File: src/rtl/door_pkg.sv
// rtl/door_pkg.sv - channel indices and reset values shared by the door sensor conditioner
package door_pkg;

  localparam int NUM_CH = 7;

  localparam int CH_PA = 0;
  localparam int CH_PP = 1;
  localparam int CH_MO = 2;
  localparam int CH_R  = 3;
  localparam int CH_L  = 4;
  localparam int CH_M  = 5;
  localparam int CH_LK = 6;

  // Lock resets high so the door stays locked until lk_raw is proven low.
  localparam logic [NUM_CH-1:0] RST_Q = 7'b1000000;

endpackage

File: src/rtl/sensor_debounce.sv
// rtl/sensor_debounce.sv - one channel: 2-flop synchroniser plus debounce counter
// Optional SENSOR_GLITCH_CNT_EN adds the rejected-glitch strobe.
module sensor_debounce #(
  parameter int   DEB_CYCLES = 4,
  parameter int   CNT_W      = 8,
  parameter logic RST_VAL    = 1'b0
) (
  input  logic clk,
  input  logic reset,
  input  logic raw,
  input  logic q,
  output logic q_nxt
`ifdef SENSOR_GLITCH_CNT_EN
  ,
  output logic glitch
`endif
);

  localparam logic [CNT_W-1:0] TERM = CNT_W'(DEB_CYCLES - 1);

  logic             s1;
  logic             s2;
  logic [CNT_W-1:0] cnt;
  logic [CNT_W-1:0] cnt_nxt;

  // The stable level itself is held by the caller; this block only decides its next value.
  always_comb begin
    q_nxt   = q;
    cnt_nxt = '0;
    if (s2 != q) begin
      if (cnt == TERM) begin
        q_nxt = ~q;
      end else begin
        cnt_nxt = cnt + 1'b1;
      end
    end
  end

`ifdef SENSOR_GLITCH_CNT_EN
  assign glitch = (s2 == q) && (cnt != '0);
`endif

  always_ff @(posedge clk or negedge reset) begin
    if (!reset) begin
      s1  <= RST_VAL;
      s2  <= RST_VAL;
      cnt <= '0;
    end else begin
      s1  <= raw;
      s2  <= s1;
      cnt <= cnt_nxt;
    end
  end

endmodule

File: src/rtl/door_sensor_conditioner.sv
// rtl/door_sensor_conditioner.sv - debounce, pa hold stretch, mo edge pulse and sticky limit fault
// Optional SENSOR_GLITCH_CNT_EN adds the saturating glitch_cnt output.
module door_sensor_conditioner
  import door_pkg::*;
#(
  parameter int DEB_CYCLES  = 4,
  parameter int HOLD_CYCLES = 16,
  parameter int CNT_W       = 8
) (
  input  logic       clk,
  input  logic       reset,
  input  logic       pa_raw,
  input  logic       pp_raw,
  input  logic       mo_raw,
  input  logic       r_raw,
  input  logic       l_raw,
  input  logic       m_raw,
  input  logic       lk_raw,
  output logic       pa_q,
  output logic       pp_q,
  output logic       mo_q,
  output logic       r_q,
  output logic       l_q,
  output logic       m_q,
  output logic       lk_q,
  output logic       mo_rise,
  output logic       limit_fault
`ifdef SENSOR_GLITCH_CNT_EN
  ,
  output logic [7:0] glitch_cnt
`endif
);

  logic [NUM_CH-1:0] raw_v;
  logic [NUM_CH-1:0] q_v;
  logic [NUM_CH-1:0] q_nxt_v;
  logic [15:0]       h;
  logic [15:0]       h_nxt;

  assign raw_v = {lk_raw, m_raw, l_raw, r_raw, mo_raw, pp_raw, pa_raw};

`ifdef SENSOR_GLITCH_CNT_EN
  logic [NUM_CH-1:0] glitch_v;
`endif

  for (genvar i = 0; i < NUM_CH; i++) begin : g_ch
    sensor_debounce #(
      .DEB_CYCLES(DEB_CYCLES),
      .CNT_W     (CNT_W),
      .RST_VAL   (RST_Q[i])
    ) u_deb (
      .clk  (clk),
      .reset(reset),
      .raw  (raw_v[i]),
      .q    (q_v[i]),
      .q_nxt(q_nxt_v[i])
`ifdef SENSOR_GLITCH_CNT_EN
      ,
      .glitch(glitch_v[i])
`endif
    );
  end

  assign pp_q = q_v[CH_PP];
  assign mo_q = q_v[CH_MO];
  assign r_q  = q_v[CH_R];
  assign l_q  = q_v[CH_L];
  assign m_q  = q_v[CH_M];
  assign lk_q = q_v[CH_LK];

  always_comb begin
    h_nxt = '0;
    if (q_v[CH_PA]) begin
      h_nxt = 16'(HOLD_CYCLES);
    end else if (h != '0) begin
      h_nxt = h - 16'd1;
    end
  end

  // Derived outputs use next-state values so they line up with the debounced levels.
  always_ff @(posedge clk or negedge reset) begin
    if (!reset) begin
      q_v         <= RST_Q;
      h           <= '0;
      pa_q        <= 1'b0;
      mo_rise     <= 1'b0;
      limit_fault <= 1'b0;
    end else begin
      q_v         <= q_nxt_v;
      h           <= h_nxt;
      pa_q        <= q_nxt_v[CH_PA] | (h_nxt != '0);
      mo_rise     <= q_nxt_v[CH_MO] & ~q_v[CH_MO];
      limit_fault <= limit_fault | (q_nxt_v[CH_R] & (q_nxt_v[CH_L] | q_nxt_v[CH_M]));
    end
  end

`ifdef SENSOR_GLITCH_CNT_EN
  logic [8:0] gsum;

  always_comb begin
    gsum = {1'b0, glitch_cnt};
    for (int i = 0; i < NUM_CH; i++) begin
      gsum = gsum + 9'(glitch_v[i]);
    end
  end

  always_ff @(posedge clk or negedge reset) begin
    if (!reset) begin
      glitch_cnt <= '0;
    end else begin
      glitch_cnt <= (gsum > 9'd255) ? 8'hFF : gsum[7:0];
    end
  end
`endif

endmodule
File: config.mk
export PLATFORM = sky130hd
export DESIGN_NAME = door_sensor_conditioner
export DESIGN_NICKNAME = d
export VERILOG_FILES = /design/src/rtl/door_pkg.sv /design/src/rtl/sensor_debounce.sv /design/src/rtl/door_sensor_conditioner.sv
export SDC_FILE = /design/constraint.sdc
export NUM_CORES = 1
export LEC_CHECK = 0
export CORE_MARGIN = 2
export CORE_UTILIZATION = 30
export CTS_CLUSTER_DIAMETER = 120
export DETAILED_ROUTE_END_ITERATION = 8
export SLEW_MARGIN = 20
export SYNTH_ARGS = -nofsm -noshare
export SYNTH_HDL_FRONTEND = slang
export SYNTH_SLANG_ARGS = --single-unit
File: constraint.sdc
create_clock -name clk -period 2.1 [get_ports clk]
set_clock_uncertainty 0.05 [all_clocks]
set_input_delay 0.315 -clock clk [delete_from_list [all_inputs] [get_ports clk]]
set_output_delay 0.315 -clock clk [all_outputs]
set_load 0.02 [all_outputs]
==> reports/qor.yml, run 1 <==
setup_path:
  end_kind: "register"
  cp.required_ps: 2270
  rrSetupSlack_ps: 150
  worst_r2r_startpoint: "g_ch[0].u_deb.cnt[0]"
  worstPathArrival_ps: 2120
  timing.rr.end: "q_v[0]"
  r2r_cells: 5
  critPathLaunchType: "register"
  path_class: "register to register"
  cp_max_fo: 5
floorplan:
  die_h_um: 122
  core_area_sq_um: 13800
  dieArea_sq_um: 15000
  start_util: 0.305
  rows: 43
  ioPinCount: 18
  fp.dieW_um: 122
job:
  drv_cap: 0
synth:
  yosys.area.top_type: "dfrtp_1"
  synth_seq_cells: 96
  ys_seq_area_frac: 0.573
  synthTopCellsByCount: "dfrtp_1 (93), nor2_1 (75), xor2_1 (40)"
  synth.most_common_cell: "dfrtp_1"
  synthCells: 379
  synth_ff_type: "dfrtp_1"
  yosys-top-cells-area: "dfrtp_1 (55%), xor2_1 (8.3%), nor2_1 (6.7%)"
  syn_area_sq_um: 4200
  synth_top_area_frac: 0.554
  async_flop_share: 1.00
  yosys_warnings: 0
  syn-num-nets: 396
  netlist-cell-type-count: 44
  avgSynthCellArea_sq_um: 11.1
  synth_edf_count: 0
clock_network:
  path_clk_slew_ps: 60
  htree_num_levels: 3
  numCtsBuffers: 9
  root_buffer: "clkbuf_16"
  cts.sinks: 96
  cts_buffer_depth: 2
  clock_latency_ps: 330
  cts_tree: "built"
detailed_routing:
  drtAntennaViolNets: 0
  drc: 0
  wl_per_cell_um: 12.0
  dr.pass1.iters: 4
  via_per_inst: 4.65
  first_iter_violations: 141
  drt_wl_total_um: 7170
  vias: 2780
global_routing:
  grt_pass1_wl_um: 12700
  grt_pass1_vias: 2850
  grt-ovfl-total: 0
  grt_max_degree: 46
  track_usage: 0.106
  antenna_found_initial: 0
timing:
  hold_violations: 0
  finalSetupViolCount: 0
  slew_violations: 0
  fin_crit_sh: 0.927
  rsz0062_at_grt: "false"
  setup_tns_ps: 0
  fmax_ghz: 0.513
  fin_crit_ps: 1950
  tightest_slew_ps: 613
  relSlewSlack: 0.591
place:
  place.gp.congestion: 0.868
  dp_hpwl_um: 5100
  numPortBuffers: 17
  dp_cells: 581
pwr:
  power_density_nw_per_um2: 1280
  ir_drop_uv: 361
  total_power_uw: 6470
  leakage_uw: 0.00229
layout:
  drive_gt1_frac: 0.108
  fin_nets: 430
  fin_cells: 598
  fillCellCount: 1384
  areaGrowthSynthToFinish_pct: 20.1
  diodes: 0
worst_hold_path:
  holdPathEnd: "g_ch[4].u_deb.s2"
  worstHoldPathType: "register to register"
  hold_path.startpoint: "g_ch[4].u_deb.s1"
  hold_path_depth: 0
run_status:
  status: "complete, no violations"
[what timing repair did]
item | CTS | global route
setup buffers | 0 | 0
hold endpoints to repair | 39 | 0
hold buffers | 1 | 0
setup endpoints to repair | 0 | 22
gates resized for setup | 0 | 5
[worst max-delay path by stage]
stage | startpoint | endpoint | slack [ps]
after CTS | g_ch[0].u_deb.cnt[0] | g_ch[0].u_deb.cnt[5] | 80
after detailed placement | g_ch[0].u_deb.cnt[0] | g_ch[0].u_deb.cnt[3] | 100
final | g_ch[0].u_deb.cnt[0] | q_v[0] | 150
after floorplan | h[0] | pa_q | 210
after global placement | g_ch[0].u_deb.cnt[0] | g_ch[0].u_deb.cnt[5] | 170
after global routing | h[0] | pa_q | 20
[cells by family after synthesis]
family / count (synthesis) / share of synthesized area
adders and majority gates: 8 / 0.0238
xor gates and xnor gates: 60 / 0.125
muxes: 10 / 0.0271
buffers and inverters: 7 / 0.00715
and+or+nand+nor: 186 / 0.223
AOI/OAI and AO/OA: 12 / 0.0206
DFF: 96 / 0.573
[through the flow]
stage                     utilization  cell area (sq um)  hold slack (ps)  setup slack (ps)
after floorplan                     -               4200            -30.6               205
after global placement          0.338               4650              283               171
after detailed placement        0.338               4650              286              98.2
after CTS                       0.365               5020              301              84.9
after global routing            0.366               5040              309              16.4
final                           0.366               5040              299               152
[cells in the final DEF (no fill, tap or decap), drive strengths merged, types with 2 or more instances in the layout]
cell type	instances
nor4	4
clkdlybuf4s50	16
nor4b	5
xor2	40
or4	2
nor3	10
and3	21
nand2b	2
nand2	17
nand3	32
o21ai	2
nor2b	3
or2	2
clkbuf	11
ha	8
dfstp	3
dfrtp	93
buf	10
bufinv	3
nor2	75
inv	5
mux2i	2
mux2	8
nand4	4
and2	2
xnor2	20
o21bai	2
nor3b	4
[flip-flops by register name, summed over array words and instances (netlist names)]
name and flops:
g_ch.u_deb.cnt 56, h 16, pa_q 1, limit_fault 1, g_ch.u_deb.s2 7, mo_rise 1
q_v 7, g_ch.u_deb.s1 7
[worst max-delay path, stage by stage, from the launching register on]
cell and delay, ps:
dfrtp_1 400, ha_1 250, or4b_1 440, nor4_1 210, buf_4 170, mux2_2 320
[layout make-up]
| type | instances | area (sq um) | area share |
|---|---|---|---|
| inverter | 3 | 11.3 | 0.00223 |
| clock inverter | 5 | 108 | 0.0214 |
| clock buffer | 11 | 253 | 0.0501 |
| tap | 180 | 225 | 0.0447 |
| timing repair buffer | 27 | 258 | 0.0511 |
| multi-input combinational | 276 | 1780 | 0.353 |
| sequential | 96 | 2410 | 0.477 |
[metal layers]
metal  up-vias  global-route usage  wire length, um
li1       1355                   -                -
met1      1378               0.125             3280
met2        38               0.183             3560
met3         9              0.0297              213
met4         0              0.0409              108
met5         -                   0                0
[report_power, final]
group | internal, uW | switching, uW | total (uW) | leakage, uW
Clock | 1240 | 663 | 1900 | 0.000177
Sequential | 2220 | 430 | 2650 | 0.00125
Combinational | 896 | 1020 | 1920 | 0.000861
Total | 4350 | 2120 | 6470 | 0.00229
No activity file was read; power rests on OpenSTA's default activity.
==> run 2, diff against run 1 <==
Settings changed: SYNTH_HIERARCHICAL set to 1.
==> run 2 against run 1 <==
Net effect: setup slack got worse by 13 ps; via count rose by 12%; utilization fell by 0.78 points; area after synthesis rose by 7.6%; critical endpoint is now pa_q; highest routed layer unchanged.
==> reports/qor.yml, run 2 <==
run_status:
  status: "complete, no violations"
timing:
  fmax_ghz: 0.510
  holdWs_ps: 288
  fin_crit_ps: 1960
  finalSetupViolCount: 0
  rsz0062_at_grt: "false"
  setup_tns_ps: 0
  relSlewSlack: 0.751
  slew_violations: 0
  hold_violations: 0
  fin_crit_sh: 0.934
  tightest_slew_ps: 372
setup_path:
  crit_path_cell_trace: "inv_1 -> ha_1 -> o21bai_1 -> a311o_2 -> o311a_1 -> nor4b_2 -> o211ai_1"
  cp.required_ps: 2270
  critPathSlowestCell: "dfrtp_1"
  rrSetupSlack_ps: 140
  crit_path_max_incr_delay_ps: 430
  critPathLaunchType: "register"
  crit_buf_inv: 1
  cpLargestDelayFamily: "compound AO/OA/AOI/OAI gates"
  r2r_cells: 7
  timing.rr.end: "pa_q"
  end_kind: "register"
  worst_r2r_startpoint: "h[0]"
  cp_max_fo: 6
  worstPathArrival_ps: 2130
  path_class: "register to register"
place:
  numPortBuffers: 17
  dp_hpwl_um: 5460
  place.gp.congestion: 0.788
clock_network:
  cts.sinks: 96
  cts_buffer_depth: 2
  root_buffer: "clkbuf_16"
  htree_num_levels: 3
  cts_tree: "built"
  path_clk_slew_ps: 60
  numCtsBuffers: 9
  cts_resized: 0
  clock_latency_ps: 340
layout:
  diodes: 0
  largest_reg_flops: 56
  top_register: "g_ch.u_deb/cnt"
  final_cell_mix: "dfrtp_1 (93), nor2_1 (59), nand3_1 (31)"
  top_regs: "g_ch.u_deb/cnt (56), h (16)"
  fin_nets: 474
  final_common_cell: "dfrtp_1"
  drive_gt1_frac: 0.136
  fillCellCount: 1432
  areaGrowthSynthToFinish_pct: 16.1
synth:
  netlist-cell-type-count: 41
  avgSynthCellArea_sq_um: 10.8
  synthCells: 420
  yosys_warnings: 6
  yosys-top-cells-area: "dfrtp_1 (52%), nor2_1 (4.9%), ha_1 (4.2%)"
  synth_ff_type: "dfrtp_1"
  syn-num-nets: 444
  async_flop_share: 1.00
  synth_seq_cells: 96
  synth.most_common_cell: "dfrtp_1"
  ys_seq_area_frac: 0.533
  synth_top_area_frac: 0.515
  yosys.area.top_type: "dfrtp_1"
  synthTopCellsByCount: "dfrtp_1 (93), nor2_1 (59), nand3_1 (31)"
  syn_area_sq_um: 4520
  synth_edf_count: 0
global_routing:
  grt_pass1_vias: 3105
  antenna_found_initial: 0
  grt-ovfl-total: 0
  grt_pass1_wl_um: 14000
  track_usage: 0.106
  grt_max_degree: 60
detailed_routing:
  drc: 0
  vias: 3111
  dr.pass1.iters: 4
  wl_per_cell_um: 12.2
  via_per_inst: 4.87
  drt_wl_total_um: 7760
  drtAntennaViolNets: 0
  first_iter_violations: 133
floorplan:
  rows: 44
  fp.dieW_um: 127
  dieArea_sq_um: 16100
  core_area_sq_um: 14600
  ioPinCount: 18
  start_util: 0.308
  die_h_um: 127
worst_hold_path:
  worstHoldPathType: "input port to async pin"
pwr:
  leakage_uw: 0.00222
  power_density_nw_per_um2: 1220
  ir_drop_uv: 478
job:
  drv_cap: 0
run 2: cell types whose count changed in the layout (fill, tap and decap cells not counted), moves of 8 or more:
cell,before,now
inv_1,3,16
a21oi_1,1,18
ha_1,7,15
xor2_1,40,19
nor2_1,75,59
o21ai_0,1,24
or3_1,0,21
and3_1,21,0
nor4b_2,0,9
run 2: worst max-delay path by stage:
stage	from	endpoint	slack [ps]	cells after the start
6_report	h[0]	pa_q	140	7
5_1_grt	h[0]	pa_q	10	7
4_1_cts	h[0]	pa_q	130	7
3_5_place_dp	h[0]	pa_q	130	7
2_1_floorplan	h[0]	pa_q	240	7
3_3_place_gp	h[0]	pa_q	180	7
run 2: repair_timing:
action | 4_1_cts | 5_1_grt
hold endpoints to repair | 8 | 0
hold buffers | 1 | 0
buffers inserted | 0 | 0
endpoints found under the setup margin | 0 | 0
run 2: worst register-to-register path, cell delays in order (launching register included):
cell	delay [ps]
dfrtp_1	430
inv_1	90
ha_1	210
o21bai_1	190
a311o_2	400
o311a_1	130
nor4b_2	240
o211ai_1	100
run 2: power by group:
| group | leakage, uW | internal [uW] | switching (uW) | total [uW] |
|---|---|---|---|---|
| sequential | 0.00125 | 2230 | 538 | 2770 |
| clock | 0.000141 | 956 | 695 | 1650 |
| combinational | 0.000825 | 909 | 1090 | 2000 |
run 2: area by class of cell:
type / instances / area, sq um / area share
Inverter: 16 / 60.1 / 0.0115
Multi-Input combinational cell: 303 / 2010 / 0.383
Clock buffer: 10 / 239 / 0.0456
Timing Repair Buffer: 24 / 235 / 0.0449
Clock inverter: 6 / 66.3 / 0.0126
Sequential cell: 96 / 2410 / 0.459
Tap cell: 184 / 230 / 0.0439
run 2: logic make-up after synthesis:
kind of cell	count (synthesis)	synth area share
flip-flops	96	0.533
buffers and inverters	21	0.0230
AND/OR/NAND/NOR	179	0.225
AO/OA/AOI/OAI	64	0.0862
multiplexers	7	0.0175
adder cells (fa/ha/maj)	15	0.0416
XOR/XNOR	38	0.0737
run 2: layer usage:
metal	routed length, um	track usage	share of wire
met5	0	0	0
met4	146	0.0446	0.019
met3	204	0.0295	0.026
met2	3690	0.172	0.47
met1	3730	0.134	0.48
run 2: through the flow:
stage                     std cells  power, uW  setup WS [ps]  instance area [sq um]  utilization
after detailed placement        622       4810            129                   4930        0.337
final                           639       6420            139                   5240        0.358
after global placement          622       4750            182                   4930        0.337
after floorplan                 420       4180            244                   4520            -
after CTS                       639       6500            129                   5240        0.358
after global routing            639       6900           12.3                   5240        0.358
==> run 3, diff against run 2 <==
--- a/config.mk
+++ b/config.mk
@@ -7,2 +7,3 @@
 export LEC_CHECK = 0
+export ABC_CLOCK_PERIOD_IN_PS = 2100
 export CORE_MARGIN = 2
==> constraint.sdc (replaced) <==
create_clock -name clk -period 2.1 [get_ports clk]
set_clock_uncertainty 0.05 [all_clocks]
set_input_delay 0.42 -clock clk [delete_from_list [all_inputs] [get_ports clk]]
set_output_delay 0.42 -clock clk [all_outputs]
set_load 0.02 [all_outputs]
==> run 3 against run 2 <==
Net effect: final cell count decreased by 0.47%; utilization decreased by 0.29 points; setup slack improved by 1.5 ps; total power decreased by 1.4%; non-clock buffer count decreased by 2; sequential power about the same; clock-buffer cell count increased by 2; largest power group unchanged.
==> reports/qor.yml, run 3 (synthesized netlist as in run 2, its figures left out) <==
layout:
  drive_gt1_frac: 0.126
  diodes: 0
  top_regs: "g_ch.u_deb/cnt (56), h (16)"
  final_common_cell: "dfrtp_1"
  fillCellCount: 1450
  top_register: "g_ch.u_deb/cnt"
  final_cell_mix: "dfrtp_1 (93), nor2_1 (59), nand3_1 (31)"
  multiInputGateArea_sq_um: 2010
  fin_nets: 472
  seq_area_sq_um: 2410
  largest_reg_flops: 56
  areaGrowthSynthToFinish_pct: 15.2
setup_path:
  end_kind: "register"
  cpLargestDelayFamily: "compound AO/OA/AOI/OAI gates"
  crit_path_max_incr_delay_ps: 430
  crit_buf_inv: 1
  cp_max_fo: 6
  cp.required_ps: 2260
  worstPathArrival_ps: 2120
  crit_path_cell_trace: "inv_1 -> ha_1 -> o21bai_1 -> a311o_2 -> o311a_1 -> nor4b_2 -> o211ai_1"
  path_class: "register to register"
  critPathSlowestCell: "dfrtp_1"
  critPathLaunchType: "register"
timing:
  finalSetupViolCount: 0
  holdWs_ps: 30.1
  tightest_slew_ps: 531
  rsz0062_at_grt: "false"
  relSlewSlack: 0.646
  slew_violations: 0
  fin_crit_ps: 1960
  hold_violations: 0
  fin_crit_sh: 0.933
  setup_tns_ps: 0
  fmax_ghz: 0.510
pwr:
  clockPowerShare: 0.248
  total_power_uw: 6330
  combinationalPowerShare: 0.316
  power_density_nw_per_um2: 1220
  power.internal_uw: 4050
  leakage_uw: 0.00221
  switchingPower_uw: 2270
  p_sw_frac: 0.359
  ir_drop_uv: 523
  power_frac_seq: 0.437
floorplan:
  dieArea_sq_um: 16100
  ioPinCount: 18
  core_area_sq_um: 14600
  die_h_um: 127
  rows: 44
  fp.dieW_um: 127
  start_util: 0.308
clock_network:
  root_buffer: "clkbuf_16"
  post_cts_buffers: 0
  cts_resized: 0
  htree_num_levels: 3
  path_clk_slew_ps: 60
  cts.sinks: 96
  clock_latency_ps: 340
  cts_tree: "built"
  cts_buffer_depth: 2
  cts-hold-fix-buffers: 0
  numCtsBuffers: 9
job:
  drv_cap: 0
detailed_routing:
  dr.pass1.iters: 4
  via_per_inst: 4.87
  drtAntennaViolNets: 0
  wl_per_cell_um: 12.0
  vias: 3098
  first_iter_violations: 129
  drt_wl_total_um: 7610
  drc: 0
global_routing:
  grt_pass1_vias: 3036
  antenna_found_initial: 0
  grt-ovfl-total: 0
  track_usage: 0.101
  grt_max_degree: 97
  grt_pass1_wl_um: 13400
place:
  numPortBuffers: 17
  dp_hpwl_um: 5250
  place.gp.congestion: 0.785
run_status:
  status: "complete, no violations"
worst_hold_path:
  worstHoldPathType: "input port to async pin"
==> run 3: per-layer routing <==
layer / global-route usage / part of all wire
met1: 0.129 / 0.49
met2: 0.167 / 0.47
met3: 0.0215 / 0.027
met4: 0.0433 / 0.019
met5: 0 / 0
==> run 3: layout make-up <==
cell class                      instances  area share
Clock buffer                           12      0.0455
Clock inverter                          3     0.00842
Inverter                               16      0.0115
Multi-Input combinational cell        303       0.386
Sequential cell                        96       0.463
Tap cell                              184      0.0443
Timing Repair Buffer                   22      0.0419
==> run 3: path summary, 6_finish.rpt <==
path / start / to / slack (ps) / cells after the start
worst max-delay path: h[0] / pa_q / 140 / 7
worst min-delay path: reset / g_ch[2].u_deb/cnt[0] / 30 / 2
worst max register to register: h[0] / pa_q / 140 / 7
worst min register to register: g_ch[5].u_deb/s1 / g_ch[5].u_deb/s2 / 300 / 0
max in group asynchronous: reset / g_ch[6].u_deb/s1 / 1510 / 2
min in group clk: g_ch[5].u_deb/s1 / g_ch[5].u_deb/s2 / 300 / 0
==> run 3: metrics by stage <==
step           area, sq um  instances  worst slack, ps  utilization
2_1_floorplan         4520        420              244            -
3_3_place_gp          4920        621              185        0.336
3_5_place_dp          4920        621              135        0.336
4_1_cts               5200        636              133        0.355
5_1_grt               5200        636             29.1        0.355
6_report              5200        636              141        0.355
==> run 3: power by group through the flow <==
| stage | registers (uW) | logic (uW) | clock network (uW) |
|---|---|---|---|
| floorplan | 2750 | 1440 | 0 |
| global placement | 2780 | 1970 | 0 |
| detailed placement | 2790 | 2010 | 0 |
| CTS | 2760 | 2020 | 1630 |
| global route | 2840 | 2240 | 1690 |
| finish | 2760 | 2000 | 1570 |
